[config.mk]
export PLATFORM = sky130hd
export DESIGN_NAME = mul_sched
export DESIGN_NICKNAME = d
export VERILOG_FILES = /design/src/rtl/mul_sched_pkg.sv /design/src/rtl/rr_arb2.sv /design/src/rtl/mul_sched.sv
export SDC_FILE = /design/constraint.sdc
export NUM_CORES = 1
export LEC_CHECK = 0
export ABC_AREA = 1
export BUFFER_PORTS_ARGS = -buffer_cell sky130_fd_sc_hd__buf_2
export CAP_MARGIN = 5
export CORE_MARGIN = 5
export CORE_UTILIZATION = 30
export CTS_BUF_LIST = sky130_fd_sc_hd__clkbuf_4 sky130_fd_sc_hd__clkbuf_8
export DETAILED_ROUTE_END_ITERATION = 10
export SYNTH_ARGS = -nofsm -noshare
export SYNTH_HDL_FRONTEND = slang
export SYNTH_HIERARCHICAL = 1
export SYNTH_SLANG_ARGS = --single-unit
[constraint.sdc]
create_clock -name clk -period 1.65 [get_ports clk]
set_input_delay 0.0825 -clock clk [delete_from_list [all_inputs] [get_ports clk]]
set_output_delay 0.0825 -clock clk [all_outputs]
set_load 0.005 [all_outputs]
[src/rtl/mul_sched_pkg.sv]
// Shared definitions for the multiplier sequencer: controller state encoding and client indices.
package mul_sched_pkg;

  typedef enum logic [2:0] {
    IDLE   = 3'd0,
    LOAD_A = 3'd1,
    LOAD_B = 3'd2,
    ACCUM  = 3'd3,
    DONE   = 3'd4
  } state_e;

  localparam logic CLIENT0 = 1'b0;
  localparam logic CLIENT1 = 1'b1;

  function automatic logic [1:0] client_onehot(input logic idx);
    return (idx == CLIENT1) ? 2'b10 : 2'b01;
  endfunction

endpackage

[src/rtl/rr_arb2.sv]
// Combinational two-way round-robin pick; on a tie the client that did not finish last wins.
module rr_arb2
  import mul_sched_pkg::*;
(
  input  logic [1:0] req,
  input  logic       last,
  output logic [1:0] win
);

  always_comb begin
    win = 2'b00;
    unique case (req)
      2'b01:   win = client_onehot(CLIENT0);
      2'b10:   win = client_onehot(CLIENT1);
      2'b11:   win = client_onehot(~last);
      default: win = 2'b00;
    endcase
  end

endmodule

[src/rtl/mul_sched.sv]
// Sequencer and two-client round-robin arbiter for the repeated-addition multiplier datapath.
// Build option MUL_SCHED_OPSWAP_EN: swap operands at grant so the smaller one drives iterations.
module mul_sched
  import mul_sched_pkg::*;
#(
  parameter int unsigned WIDTH = 16
) (
  input  logic             clk,
  input  logic             rst_n,
  input  logic [1:0]       req,
  input  logic [WIDTH-1:0] a0,
  input  logic [WIDTH-1:0] b0,
  input  logic [WIDTH-1:0] a1,
  input  logic [WIDTH-1:0] b1,
  output logic [1:0]       gnt,
  output logic [1:0]       done,
  output logic [WIDTH-1:0] result,
  output logic [WIDTH-1:0] dp_data,
  output logic             dp_ldA,
  output logic             dp_ldB,
  output logic             dp_ldP,
  output logic             dp_clrP,
  output logic             dp_decB,
  input  logic             dp_eqz,
  input  logic [WIDTH-1:0] dp_prod
);

  state_e           r_state;
  state_e           w_state_d;
  logic             r_owner;
  logic             r_last;
  logic [WIDTH-1:0] r_op_a;
  logic [WIDTH-1:0] r_op_b;
  logic [1:0]       r_gnt;
  logic [1:0]       r_done;
  logic [WIDTH-1:0] r_result;

  logic [1:0]       w_win;
  logic             w_win_idx;
  logic             w_grant;
  logic             w_finish;
  logic [WIDTH-1:0] w_a_sel;
  logic [WIDTH-1:0] w_b_sel;
  logic [WIDTH-1:0] w_op_a_d;
  logic [WIDTH-1:0] w_op_b_d;

  rr_arb2 u_arb (
    .req  (req),
    .last (r_last),
    .win  (w_win)
  );

  assign w_win_idx = w_win[1];
  assign w_a_sel   = (w_win_idx == CLIENT1) ? a1 : a0;
  assign w_b_sel   = (w_win_idx == CLIENT1) ? b1 : b0;
  assign w_grant   = (r_state == IDLE) && (req != 2'b00);
  assign w_finish  = (r_state == ACCUM) && dp_eqz;

`ifdef MUL_SCHED_OPSWAP_EN
  // Iteration count follows opB, so put the smaller operand there.
  always_comb begin
    w_op_a_d = w_a_sel;
    w_op_b_d = w_b_sel;
    if (w_b_sel > w_a_sel) begin
      w_op_a_d = w_b_sel;
      w_op_b_d = w_a_sel;
    end
  end
`else
  assign w_op_a_d = w_a_sel;
  assign w_op_b_d = w_b_sel;
`endif

  always_ff @(posedge clk or negedge rst_n) begin
    if (!rst_n) begin
      r_state <= IDLE;
    end else begin
      r_state <= w_state_d;
    end
  end

  always_comb begin
    w_state_d = r_state;
    unique case (r_state)
      IDLE:    if (w_grant) w_state_d = LOAD_A;
      LOAD_A:  w_state_d = LOAD_B;
      LOAD_B:  w_state_d = ACCUM;
      ACCUM:   if (dp_eqz) w_state_d = DONE;
      DONE:    w_state_d = IDLE;
      default: w_state_d = IDLE;
    endcase
  end

  always_comb begin
    dp_data = '0;
    dp_ldA  = 1'b0;
    dp_ldB  = 1'b0;
    dp_ldP  = 1'b0;
    dp_clrP = 1'b0;
    dp_decB = 1'b0;
    unique case (r_state)
      LOAD_A: begin
        dp_data = r_op_a;
        dp_ldA  = 1'b1;
      end
      LOAD_B: begin
        dp_data = r_op_b;
        dp_ldB  = 1'b1;
        dp_clrP = 1'b1;
      end
      ACCUM: begin
        dp_ldP  = ~dp_eqz;
        dp_decB = ~dp_eqz;
      end
      default: ;
    endcase
  end

  // Job bookkeeping: operands captured at grant, pointer updated only on completion.
  always_ff @(posedge clk or negedge rst_n) begin
    if (!rst_n) begin
      r_owner  <= CLIENT0;
      r_last   <= CLIENT1;
      r_op_a   <= '0;
      r_op_b   <= '0;
      r_gnt    <= 2'b00;
      r_done   <= 2'b00;
      r_result <= '0;
    end else begin
      r_gnt  <= w_grant ? w_win : 2'b00;
      r_done <= w_finish ? client_onehot(r_owner) : 2'b00;
      if (w_grant) begin
        r_owner <= w_win_idx;
        r_op_a  <= w_op_a_d;
        r_op_b  <= w_op_b_d;
      end
      if (w_finish) begin
        r_result <= dp_prod;
        r_last   <= r_owner;
      end
    end
  end

  assign gnt    = r_gnt;
  assign done   = r_done;
  assign result = r_result;

endmodule

==> reports/metrics.cfg <==
[placed_design]
gp_congestion = 0.761
place_area_mm2 = 0.00367
dp_hpwl_mm = 6.25
portBuffers = 125
placedCellCount = 653

[setup_path]
worst-path-max-fanout = 8
arrival_ns = 1.53
path_depth = 7
critPathTopFamily = buffers and inverters
crit_type = reg -> out
crit_path_end_kind = output pin
rr_endpoint = r_op_a[4]$_DFFE_PN0N_
crit_start = r_state[0]$_DFFE_PN0P_
crit_path_end = dp_data[15]
slowest_delay_ns = 0.42
cp-start-kind = register
crit_required_ns = 1.57
slowest_stage = dfrtp_1
rrSetupSlack_ns = 0.13
path_cells = buf_6 -> nor2_4 -> nand2_4 -> clkinvlp_4 -> nand2_2 -> nand2_1 -> buf_2
rr_startpoint = r_state[0]$_DFFE_PN0P_
path_buf_inv = 3
reg2reg_depth = 8

[synth]
syn_area_per_cell_um2 = 7.08
synth_area_leader_cell = dfrtp_1
synth_ff_type = dfrtp_1
ys_seq_area_share_pct = 49.3
async_flop_share_pct = 100
synth_common_cells = 267 x nand2_1, 56 x dfrtp_1, 35 x nand3_1, 13 x inv_1, 7 x buf_2
syn_nets = 494
syn_inst = 409
yosys_warnings = 6
syn_area_mm2 = 0.00290
synth_cell_types = 16
yosysTopAreaCellShare_pct = 48.4
synth-edff-count = 0
synthTopCellsByArea = dfrtp_1 48%, nand2_1 35%, nand3_1 6.0%
synth_most_common_cell = nand2_1
ys_ff_latch = 57

[power]
p_per_area_mw_per_mm2 = 1590
p_leak_nw = 2.53
pwr-share-clk_pct = 20.0
combPwrFrac_pct = 44.1
internal-power_w = 0.00408
ir_worst_vdd_v = 0.000469
sw_frac_of_total_pct = 39.0
power_switching_w = 0.00261
p_seq_share_pct = 35.9

[timing]
skew_ns = 0.0111
finalCriticalPeriod_ns = 1.61
hold_viol = 0
whs_ns = 0.0541
period_share_pct = 97.7
drv_slew = 0
rsz0062_at_grt = true
fmax_mhz = 620
slew_headroom_pct = 71.7
finalSetupTns_ns = 0
worstMarginPinSlew_ns = 0.424
finalSetupViolations = 0

[global_route]
grt-ovfl-total = 0
met2_usage_pct = 25.1
first_global_vias = 3017
globalRoute.busiestLayer = met2
grt_pass1_wl_mm = 14.4
grtUsageTotal_pct = 15.6
antenna_found_initial = 0
use_met1_pct = 20.2
grt_max_degree = 58
met3_usage_pct = 3.04

[detailed_routing]
drc = 0
ant_nets = 0
num_vias = 2997
drt_iter0_markers = 166
drt_first_pass_iters = 4
drt-total-wl_mm = 8.93
post_drt_wl_per_cell_um = 12.8
routed_via_density = 4.30

[die]
rows = 35
die_area_mm2 = 0.0117
io_pins = 126
core-area_mm2 = 0.00933
initial_core_util_pct = 31.1
die_height_um = 108
die_w_um = 108

[clock_tree]
clock_sinks = 57
clkLatencyLatePin_ns = 0.34
path_clk_slew_ns = 0.07
cts_root_buffer = clkbuf_8
cts_htree_levels = 3
cts_buffers = 9
cts_tree = yes
cts.path.max_buffers = 2

[cells_and_area]
fin_area_mm2 = 0.00421
drive_above_1_share_pct = 33.3
final_nets = 647
syn2layout_area_growth_pct = 45.2
final_core_util_pct = 45.1
fin_cells = 697

[job]
maxCapViolations = 0

[run_status]
status = completed

[min_path]
hold_class = in -> reg

## per-stage QoR
stage               worst slack [ns]  total power (W)
floorplan                      0.369          0.00397
global placement               0.162          0.00492
detailed placement             0.147          0.00499
CTS                        -0.000143          0.00653
global route                 -0.0636          0.00728
finish                        0.0384          0.00669
## worst min-delay path by stage
| stage | startpoint | endpoint | slack [ns] | depth (start not counted) |
|---|---|---|---|---|
| final | dp_eqz | r_state[2]$_DFFE_PN0P_ | 0.05 | 3 |
| after global routing | dp_eqz | r_state[2]$_DFFE_PN0P_ | 0.05 | 3 |
| after CTS | dp_eqz | r_state[2]$_DFFE_PN0P_ | 0.04 | 3 |
| after detailed placement | rst_n | result[3]$_DFFE_PN0P_ | 0.11 | 2 |
| after global placement | rst_n | result[1]$_DFFE_PN0P_ | 0.11 | 2 |
| after floorplan | rst_n | done[0]$_DFF_PN0_ | -0.21 | 0 |
## final cells by class
type                            count  area (um2)
Timing Repair Buffer              163        1010
Multi-Input combinational cell    315        1330
Antenna cell                        1        2.50
Inverter                           15        61.3
Clock buffer                       11         151
Clock inverter                      5        53.8
Sequential cell                    57        1430
Fill cell                         987        5120
Timing Repair inverter              1        7.51
Tap cell                          129         161
## power by group through the flow
| stage | registers, W | logic, W | clock network, W |
|---|---|---|---|
| floorplan | 0.00234 | 0.00163 | 0 |
| global placement | 0.00237 | 0.00255 | 0 |
| detailed placement | 0.00238 | 0.00261 | 0 |
| CTS | 0.00238 | 0.00277 | 0.00139 |
| global route | 0.00249 | 0.00335 | 0.00144 |
| finish | 0.00240 | 0.00295 | 0.00134 |
## cells by family after synthesis
family                 Yosys count  share of synthesized area (%)
buffers and inverters           37                           6.78
AND/OR/NAND/NOR                313                           43.6
flip-flops                      57                           49.3
AO/OA/AOI/OAI                    2                          0.346
## layout by cell type (no fill, tap or decap), drive strengths merged
cell type and n:
inv 15, buf 146, clkbuf 11, clkinv 4, diode 1, nor3 2
a21oi 2, dfrtp 56, bufinv 1, dfstp 1, nand3 36, clkinvlp 1
dlygate4sd3 17, nand2 270, nor2 5
## worst register-to-register path: stages, from the launching register on
cell,delay (ns)
dfrtp_1,0.42
buf_6,0.14
nor2_4,0.12
buf_4,0.13
nand2_1,0.06
inv_2,0.24
buf_12,0.20
nand3_1,0.09
nand2_1,0.07
## sequential cells by signal, indices dropped and copies added, names as in the netlist
register / cells
r_op_b: 16
r_last: 1
done: 2
result: 16
r_owner: 1
r_state: 3
r_op_a: 16
gnt: 2
## per-layer routing
| layer | up-vias | part of all wire, % | wire length [um] |
|---|---|---|---|
| met1 | 1365 | 45 | 3990 |
| li1 | 1551 | - | - |
| met4 | 0 | 2.1 | 184 |
| met5 | - | 0 | 0 |
| met2 | 67 | 48 | 4290 |
| met3 | 14 | 5.2 | 461 |
## what timing repair did
action	4_1_cts	5_1_grt
cloned	1	0
setup endpoints to repair	18	18
hold endpoints to repair	72	0
resized for setup	5	20
hold buffers	17	0
setup buffers	3	7
pin swaps	1	11
No activity file was read; power rests on OpenSTA's default activity.
